`config.mk`:
```
export PLATFORM = sky130hd
export DESIGN_NAME = period_capture_flat
export DESIGN_NICKNAME = d
export VERILOG_FILES = /design/src/rtl/period_capture_pkg.sv /design/src/rtl/period_capture_if.sv /design/src/rtl/period_capture_sync_fifo.sv /design/src/rtl/period_capture.sv /design/src/flat_wrapper.sv
export SDC_FILE = /design/constraint.sdc
export NUM_CORES = 1
export LEC_CHECK = 0
export CELL_PAD_IN_SITES_DETAIL_PLACEMENT = 1
export CELL_PAD_IN_SITES_GLOBAL_PLACEMENT = 2
export CORE_MARGIN = 3
export CORE_UTILIZATION = 36
export DETAILED_ROUTE_END_ITERATION = 6
export PLACE_DENSITY_LB_ADDON = 0.1
export SYNTH_ARGS = -nofsm -noshare
export SYNTH_HDL_FRONTEND = slang
export SYNTH_HIERARCHICAL = 1
export SYNTH_SLANG_ARGS = --single-unit
```
`constraint.sdc`:
```
create_clock -name clk -period 2.1 [get_ports clk]
set_clock_uncertainty 0.15 [all_clocks]
set_input_delay 0.21 -clock clk [delete_from_list [all_inputs] [get_ports clk]]
set_output_delay 0.21 -clock clk [all_outputs]
set_load 0.02 [all_outputs]
```
`src/rtl/period_capture_pkg.sv`:
```
// Shared types and default sizing for the period_capture block.
package period_capture_pkg;

  localparam int unsigned DEFAULT_WIDTH = 8;
  localparam int unsigned DEFAULT_DEPTH = 4;

  typedef enum logic {
    IDLE,
    ARMED
  } state_t;

  // One queued interval at the default width; the top builds the same
  // layout at its own WIDTH.
  typedef struct packed {
    logic                     is_long;
    logic [DEFAULT_WIDTH-1:0] delta;
  } entry_t;

endpackage

```
`src/rtl/period_capture_if.sv`:
```
// Valid/ready stream carrying captured intervals out of period_capture.
interface period_capture_if
  import period_capture_pkg::*;
#(
  parameter int unsigned WIDTH = DEFAULT_WIDTH
) ();

  logic             out_valid;
  logic             out_ready;
  logic [WIDTH-1:0] out_delta;
  logic             out_long;

  modport master (
    output out_valid,
    output out_delta,
    output out_long,
    input  out_ready
  );

  modport slave (
    input  out_valid,
    input  out_delta,
    input  out_long,
    output out_ready
  );

endinterface

```
`src/rtl/period_capture_sync_fifo.sv`:
```
// Show-ahead synchronous FIFO; pointers carry an extra wrap bit so that
// full and empty are distinguished without a separate counter.
module sync_fifo #(
  parameter int unsigned DATA_W = 9,
  parameter int unsigned DEPTH  = 4
) (
  input  logic              clk,
  input  logic              reset,
  input  logic              push,
  input  logic [DATA_W-1:0] push_data,
  input  logic              pop,
  output logic              full,
  output logic              empty,
  output logic [DATA_W-1:0] head
);

  localparam int unsigned AW = $clog2(DEPTH);
  localparam logic [AW:0] PTR_ONE = (AW+1)'(1);

  logic [DATA_W-1:0] mem [DEPTH];
  logic [AW:0]       wptr;
  logic [AW:0]       rptr;
  logic              do_push;
  logic              do_pop;

  assign empty   = (wptr == rptr);
  assign full    = (wptr[AW] != rptr[AW]) && (wptr[AW-1:0] == rptr[AW-1:0]);
  assign do_pop  = pop & ~empty;
  // A pop in the same cycle frees the slot, so a push into a full FIFO is
  // accepted when it coincides with a pop.
  assign do_push = push & (~full | do_pop);
  assign head    = mem[rptr[AW-1:0]];

  // Storage write; contents need no reset since empty gates visibility.
  always_ff @(posedge clk) begin
    if (do_push) begin
      mem[wptr[AW-1:0]] <= push_data;
    end
  end

  // Read and write pointer advance.
  always_ff @(posedge clk) begin
    if (reset) begin
      wptr <= '0;
      rptr <= '0;
    end else begin
      if (do_push) begin
        wptr <= wptr + PTR_ONE;
      end
      if (do_pop) begin
        rptr <= rptr + PTR_ONE;
      end
    end
  end

endmodule

```
`src/rtl/period_capture.sv`:
```
// Measures the interval between rising edges of event_in using an upstream
// free-running counter, queues each interval and streams it out.
module period_capture
  import period_capture_pkg::*;
#(
  parameter int unsigned WIDTH = DEFAULT_WIDTH,
  parameter int unsigned DEPTH = DEFAULT_DEPTH
) (
  input  logic              clk,
  input  logic              reset,
  input  logic [WIDTH-1:0]  count_in,
  input  logic              event_in,
  input  logic              clr_ovf,
  period_capture_if.master  out,
  output logic              overflow
);

  typedef struct packed {
    logic             is_long;
    logic [WIDTH-1:0] delta;
  } entry_w_t;

  localparam logic [WIDTH:0] AGE_MAX = {1'b1, {WIDTH{1'b0}}};
  localparam logic [WIDTH:0] AGE_ONE = (WIDTH+1)'(1);

  state_t           state;
  state_t           state_nxt;
  logic             event_q;
  logic             rise;
  logic             capture;
  logic             push;
  logic             pop;
  logic             drop;
  logic             full;
  logic             empty;
  logic [WIDTH-1:0] last_count;
  logic [WIDTH-1:0] delta;
  logic [WIDTH:0]   age;
  entry_w_t         push_entry;
  entry_w_t         head_entry;

  // event_q resets high so a level already asserted through reset is not an edge.
  always_ff @(posedge clk) begin
    if (reset) begin
      event_q <= 1'b1;
    end else begin
      event_q <= event_in;
    end
  end

  assign rise = event_in & ~event_q;

  // FSM state register.
  always_ff @(posedge clk) begin
    if (reset) begin
      state <= IDLE;
    end else begin
      state <= state_nxt;
    end
  end

  // The first edge only arms; later edges capture and push an interval.
  always_comb begin
    state_nxt = state;
    capture   = 1'b0;
    push      = 1'b0;
    case (state)
      IDLE: begin
        if (rise) begin
          capture   = 1'b1;
          state_nxt = ARMED;
        end
      end
      ARMED: begin
        if (rise) begin
          capture = 1'b1;
          push    = 1'b1;
        end
      end
      default: state_nxt = IDLE;
    endcase
  end

  // Reference count and saturating age since the last captured edge.
  always_ff @(posedge clk) begin
    if (reset) begin
      last_count <= '0;
      age        <= '0;
    end else if (capture) begin
      last_count <= count_in;
      age        <= '0;
    end else if (state == ARMED && age != AGE_MAX) begin
      age <= age + AGE_ONE;
    end
  end

  assign delta = count_in + ~last_count + WIDTH'(1);

  // Assemble the entry queued on each measuring edge.
  always_comb begin
    push_entry         = '0;
    push_entry.is_long = (age == AGE_MAX);
    push_entry.delta   = delta;
  end

  assign pop  = out.out_valid & out.out_ready;
  assign drop = push & full & ~pop;

  // Sticky overflow; a drop in the same cycle as clr_ovf leaves it set.
  always_ff @(posedge clk) begin
    if (reset) begin
      overflow <= 1'b0;
    end else if (drop) begin
      overflow <= 1'b1;
    end else if (clr_ovf) begin
      overflow <= 1'b0;
    end
  end

  sync_fifo #(
    .DATA_W (WIDTH + 1),
    .DEPTH  (DEPTH)
  ) u_fifo (
    .clk       (clk),
    .reset     (reset),
    .push      (push),
    .push_data (push_entry),
    .pop       (pop),
    .full      (full),
    .empty     (empty),
    .head      (head_entry)
  );

  assign out.out_valid = ~empty;
  assign out.out_delta = empty ? '0   : head_entry.delta;
  assign out.out_long  = empty ? 1'b0 : head_entry.is_long;

endmodule

```
`src/flat_wrapper.sv`:
```
// flat-port wrapper written by rule: the top's interface ports become plain ports
module period_capture_flat import period_capture_pkg::*;
#(
  parameter int unsigned WIDTH = DEFAULT_WIDTH,
  parameter int unsigned DEPTH = DEFAULT_DEPTH
)
  (clk, reset, count_in, event_in, clr_ovf, overflow, out_out_valid, out_out_delta, out_out_long, out_out_ready);
  period_capture_if #(.WIDTH(WIDTH)) out_i ();
  input  logic clk;
  input  logic reset;
  input  logic [WIDTH-1:0] count_in;
  input  logic event_in;
  input  logic clr_ovf;
  output logic overflow;
  output wire logic [$bits(out_i.out_valid)-1:0] out_out_valid;
  output wire logic [$bits(out_i.out_delta)-1:0] out_out_delta;
  output wire logic [$bits(out_i.out_long)-1:0] out_out_long;
  input wire logic [$bits(out_i.out_ready)-1:0] out_out_ready;
  assign out_out_valid = out_i.out_valid;
  assign out_out_delta = out_i.out_delta;
  assign out_out_long = out_i.out_long;
  assign out_i.out_ready = out_out_ready;
  period_capture #(.WIDTH(WIDTH), .DEPTH(DEPTH)) u_core (.clk(clk), .reset(reset), .count_in(count_in), .event_in(event_in), .clr_ovf(clr_ovf), .out(out_i), .overflow(overflow));
endmodule
```
==> reports/qor.yml <==
place:
  dp_hpwl_um: 4450
  port_buffers: 23
  postPlaceCellArea_um2: 3720
  gp_congestion: 0.679
power_and_ir_drop:
  power_leakage_uw: 0.00147
  peakVddDrop_mv: 0.345
  p_per_area_nw_per_um2: 725
  finalPower_uw: 2900
timing:
  fin_crit_sh: 0.959
  fmax_mhz: 497
  finalSetupTns_ns: 0
  min_period_ns: 2.01
  finalHoldViolations: 0
  finalMaxSlewViolations: 0
  finalSetupViolations: 0
  rsz0062_at_grt: "false"
  worstMarginPinSlew_ns: 0.369
  max_slew_margin: 0.752
floorplanning:
  io_pins: 24
  die_h_um: 98.5
  coreArea_um2: 8260
  die_area_um2: 9700
  row_count: 33
  start_util: 0.373
  die_width_um: 98.5
layout:
  area_growth_pct: 29.6
  n_antenna_cell: 0
  final_util: 0.483
  fin_nets: 345
  final_cell_area_um2: 3990
  drive_gt1_frac: 0.307
critical_path:
  start_kind: "flip-flop"
  critPathCaptureType: "primary output"
  critPathKind: "reg2out"
  arrival_ns: 1.65
  r2r_end: "u_core/u_fifo/mem[1][6]$_DFFE_PP_"
  r2r_slack_ns: 0.12
  reg2reg_depth: 7
  path_max_fanout: 4
  required_ns: 1.74
  r2r-start: "u_core/last_count[0]$_SDFFE_PP0N_"
cts:
  path_clk_slew_ns: 0.08
  clkSinkCount: 64
  cts-root-buf: "clkbuf_8"
  insertion_delay_ns: 0.33
  cts_buffers: 9
  htreeDepth: 3
  hold_buffers: 0
  clock_tree.buffer_depth: 2
  tritoncts: "built"
synthesis:
  ys_types: 46
  synth_edf_count: 36
  synthTopCellsByCount: "36 x edfxtp_1, 28 x dfxtp_1, 22 x nand2_1"
  yosysSeqAreaShare: 0.533
  synth.cell_area_um2: 3080
  ys_seq_elements: 64
  postSynthAreaPerCell_um2: 12.2
  synth_top_cell_area_share: 0.351
  synthArstFlopShare: 0
  ys.flop_type: "edfxtp_1"
  synth_nets: 280
  yosys_warnings: 6
  synth.most_common_cell: "edfxtp_1"
  netlist_instances: 252
  synth_area_leaders: "edfxtp_1 35%, dfxtp_1 18%, mux4_2 6.6%"
  synth_area_leader_cell: "edfxtp_1"
worst_hold_path:
  hp-class: "in2reg"
  hp-start: "count_in[0]"
  hold_depth: 3
  min_to: "u_core/last_count[0]$_SDFFE_PP0N_"
grt:
  grt_max_degree: 17
  grt_pass1_vias: 2061
  grt_use_total: 0.131
  antenna_found_initial: 0
  grt_pass1_wl_um: 9950
  grt_overflow: 0
routing:
  drc_errors: 0
  vias_per_cell: 4.70
  drt-initial-drc-count: 57
  vias: 2005
  first_pass_iters: 4
  wl_per_cell_um: 14.1
  wl_um: 6030
  ant_nets: 0
run_status:
  outcome: "finished clean"
job:
  cap_violations: 0
==> what timing repair did <==
action                     in CTS  in global routing
setup endpoints to repair      10                 40
pin swaps                       0                  2
gates resized for setup        35                 19
cloned                          0                  1
setup buffers                   0                  1
==> per-layer routing <==
metal | vias up | part of all wire | GRT usage
li1 | 1020 | - | -
met1 | 955 | 0.48 | 0.171
met2 | 24 | 0.48 | 0.212
met3 | 6 | 0.022 | 0.0340
met4 | 0 | 0.013 | 0.0473
met5 | - | 0 | 0
==> worst max-delay path by stage <==
stage / startpoint / endpoint / slack (ns) / depth (start not counted)
floorplan: u_core/u_fifo/wptr[1]$_SDFFE_PP0P_ / u_core/u_fifo/mem[0][0]$_DFFE_PP_ / 0.03 / 7
CTS: flip-flop / out_out_long / 0.005 / 4
global placement: count_in[0] / u_core/u_fifo/mem[0][6]$_DFFE_PP_ / -0.26 / 9
global route: u_core/u_fifo/rptr[0]$_SDFFE_PP0P_ / out_out_valid / 0.007 / 6
finish: flip-flop / out_out_delta[4] / 0.09 / 4
detailed placement: count_in[0] / u_core/u_fifo/mem[1][6]$_DFFE_PP_ / -0.25 / 9
==> per-stage QoR <==
| stage | cells | hold slack [ns] | worst slack (ns) |
|---|---|---|---|
| detailed placement | 409 | 0.300 | -0.250 |
| floorplan | 252 | 0.164 | 0.0321 |
| finish | 427 | 0.299 | 0.0870 |
| global placement | 409 | 0.293 | -0.259 |
| CTS | 425 | 0.283 | 0.00549 |
| global route | 427 | 0.311 | 0.00738 |
==> worst max-delay path, cell delays in order (launching register included) <==
cell and delay (ns):
dfxtp_4 0.38, clkbuf_16 0.15, mux4_2 0.50, nor2b_1 0.14, buf_2 0.15
==> cell usage in the layout (no fill, tap or decap), types with 4 or more instances in the layout <==
master | netlist | routed
ha_1 | 14 | 14
nor2b_1 | 14 | 14
clkbuf_8 | 0 | 9
edfxtp_1 | 36 | 36
a21oi_1 | 16 | 15
buf_2 | 3 | 9
nand2b_1 | 8 | 8
mux4_2 | 9 | 9
nand2_1 | 22 | 22
dfxtp_2 | 0 | 5
xnor2_1 | 8 | 7
xor2_1 | 4 | 4
dfxtp_1 | 28 | 22
or3_1 | 4 | 4
a21o_1 | 4 | 4
inv_1 | 17 | 16
nor2_1 | 15 | 14
buf_4 | 0 | 34
clkdlybuf4s50_1 | 0 | 13
==> state kept, by name, summed over array words and instances (netlist names), named ones only <==
signal and cells:
u_core/last_count 8, u_core/overflow 1, u_core/u_fifo/rptr 3, u_core/event_q 1, u_core/u_fifo/mem 36, u_core/u_fifo/wptr 3
u_core/age 9, u_core/state 1
==> kinds of logic after synthesis <==
group / Yosys count / share of synthesized area
buffers and inverters: 25 / 0.0341
flip-flops: 64 / 0.533
multiplexers: 16 / 0.0914
XOR/XNOR: 15 / 0.0500
AO/OA/AOI/OAI: 35 / 0.0800
adder cells (fa/ha/maj): 15 / 0.0634
AND/OR/NAND/NOR: 82 / 0.148
==> where the power goes <==
group	switching [uW]	total (uW)	internal [uW]
Sequential	10.8	1360	1350
Clock	510	1190	680
Combinational	175	342	166
Total	696	2900	2200
==> layout make-up <==
| cell class | count | area, um^2 |
|---|---|---|
| inverter | 17 | 63.8 |
| clock inverter | 7 | 103 |
| tap | 105 | 131 |
| sequential | 64 | 1650 |
| clock buffer | 9 | 124 |
| fill | 891 | 4270 |
| timing repair buffer | 62 | 536 |
| multi-input combinational | 163 | 1380 |
No activity file was read; power rests on OpenSTA's default activity.
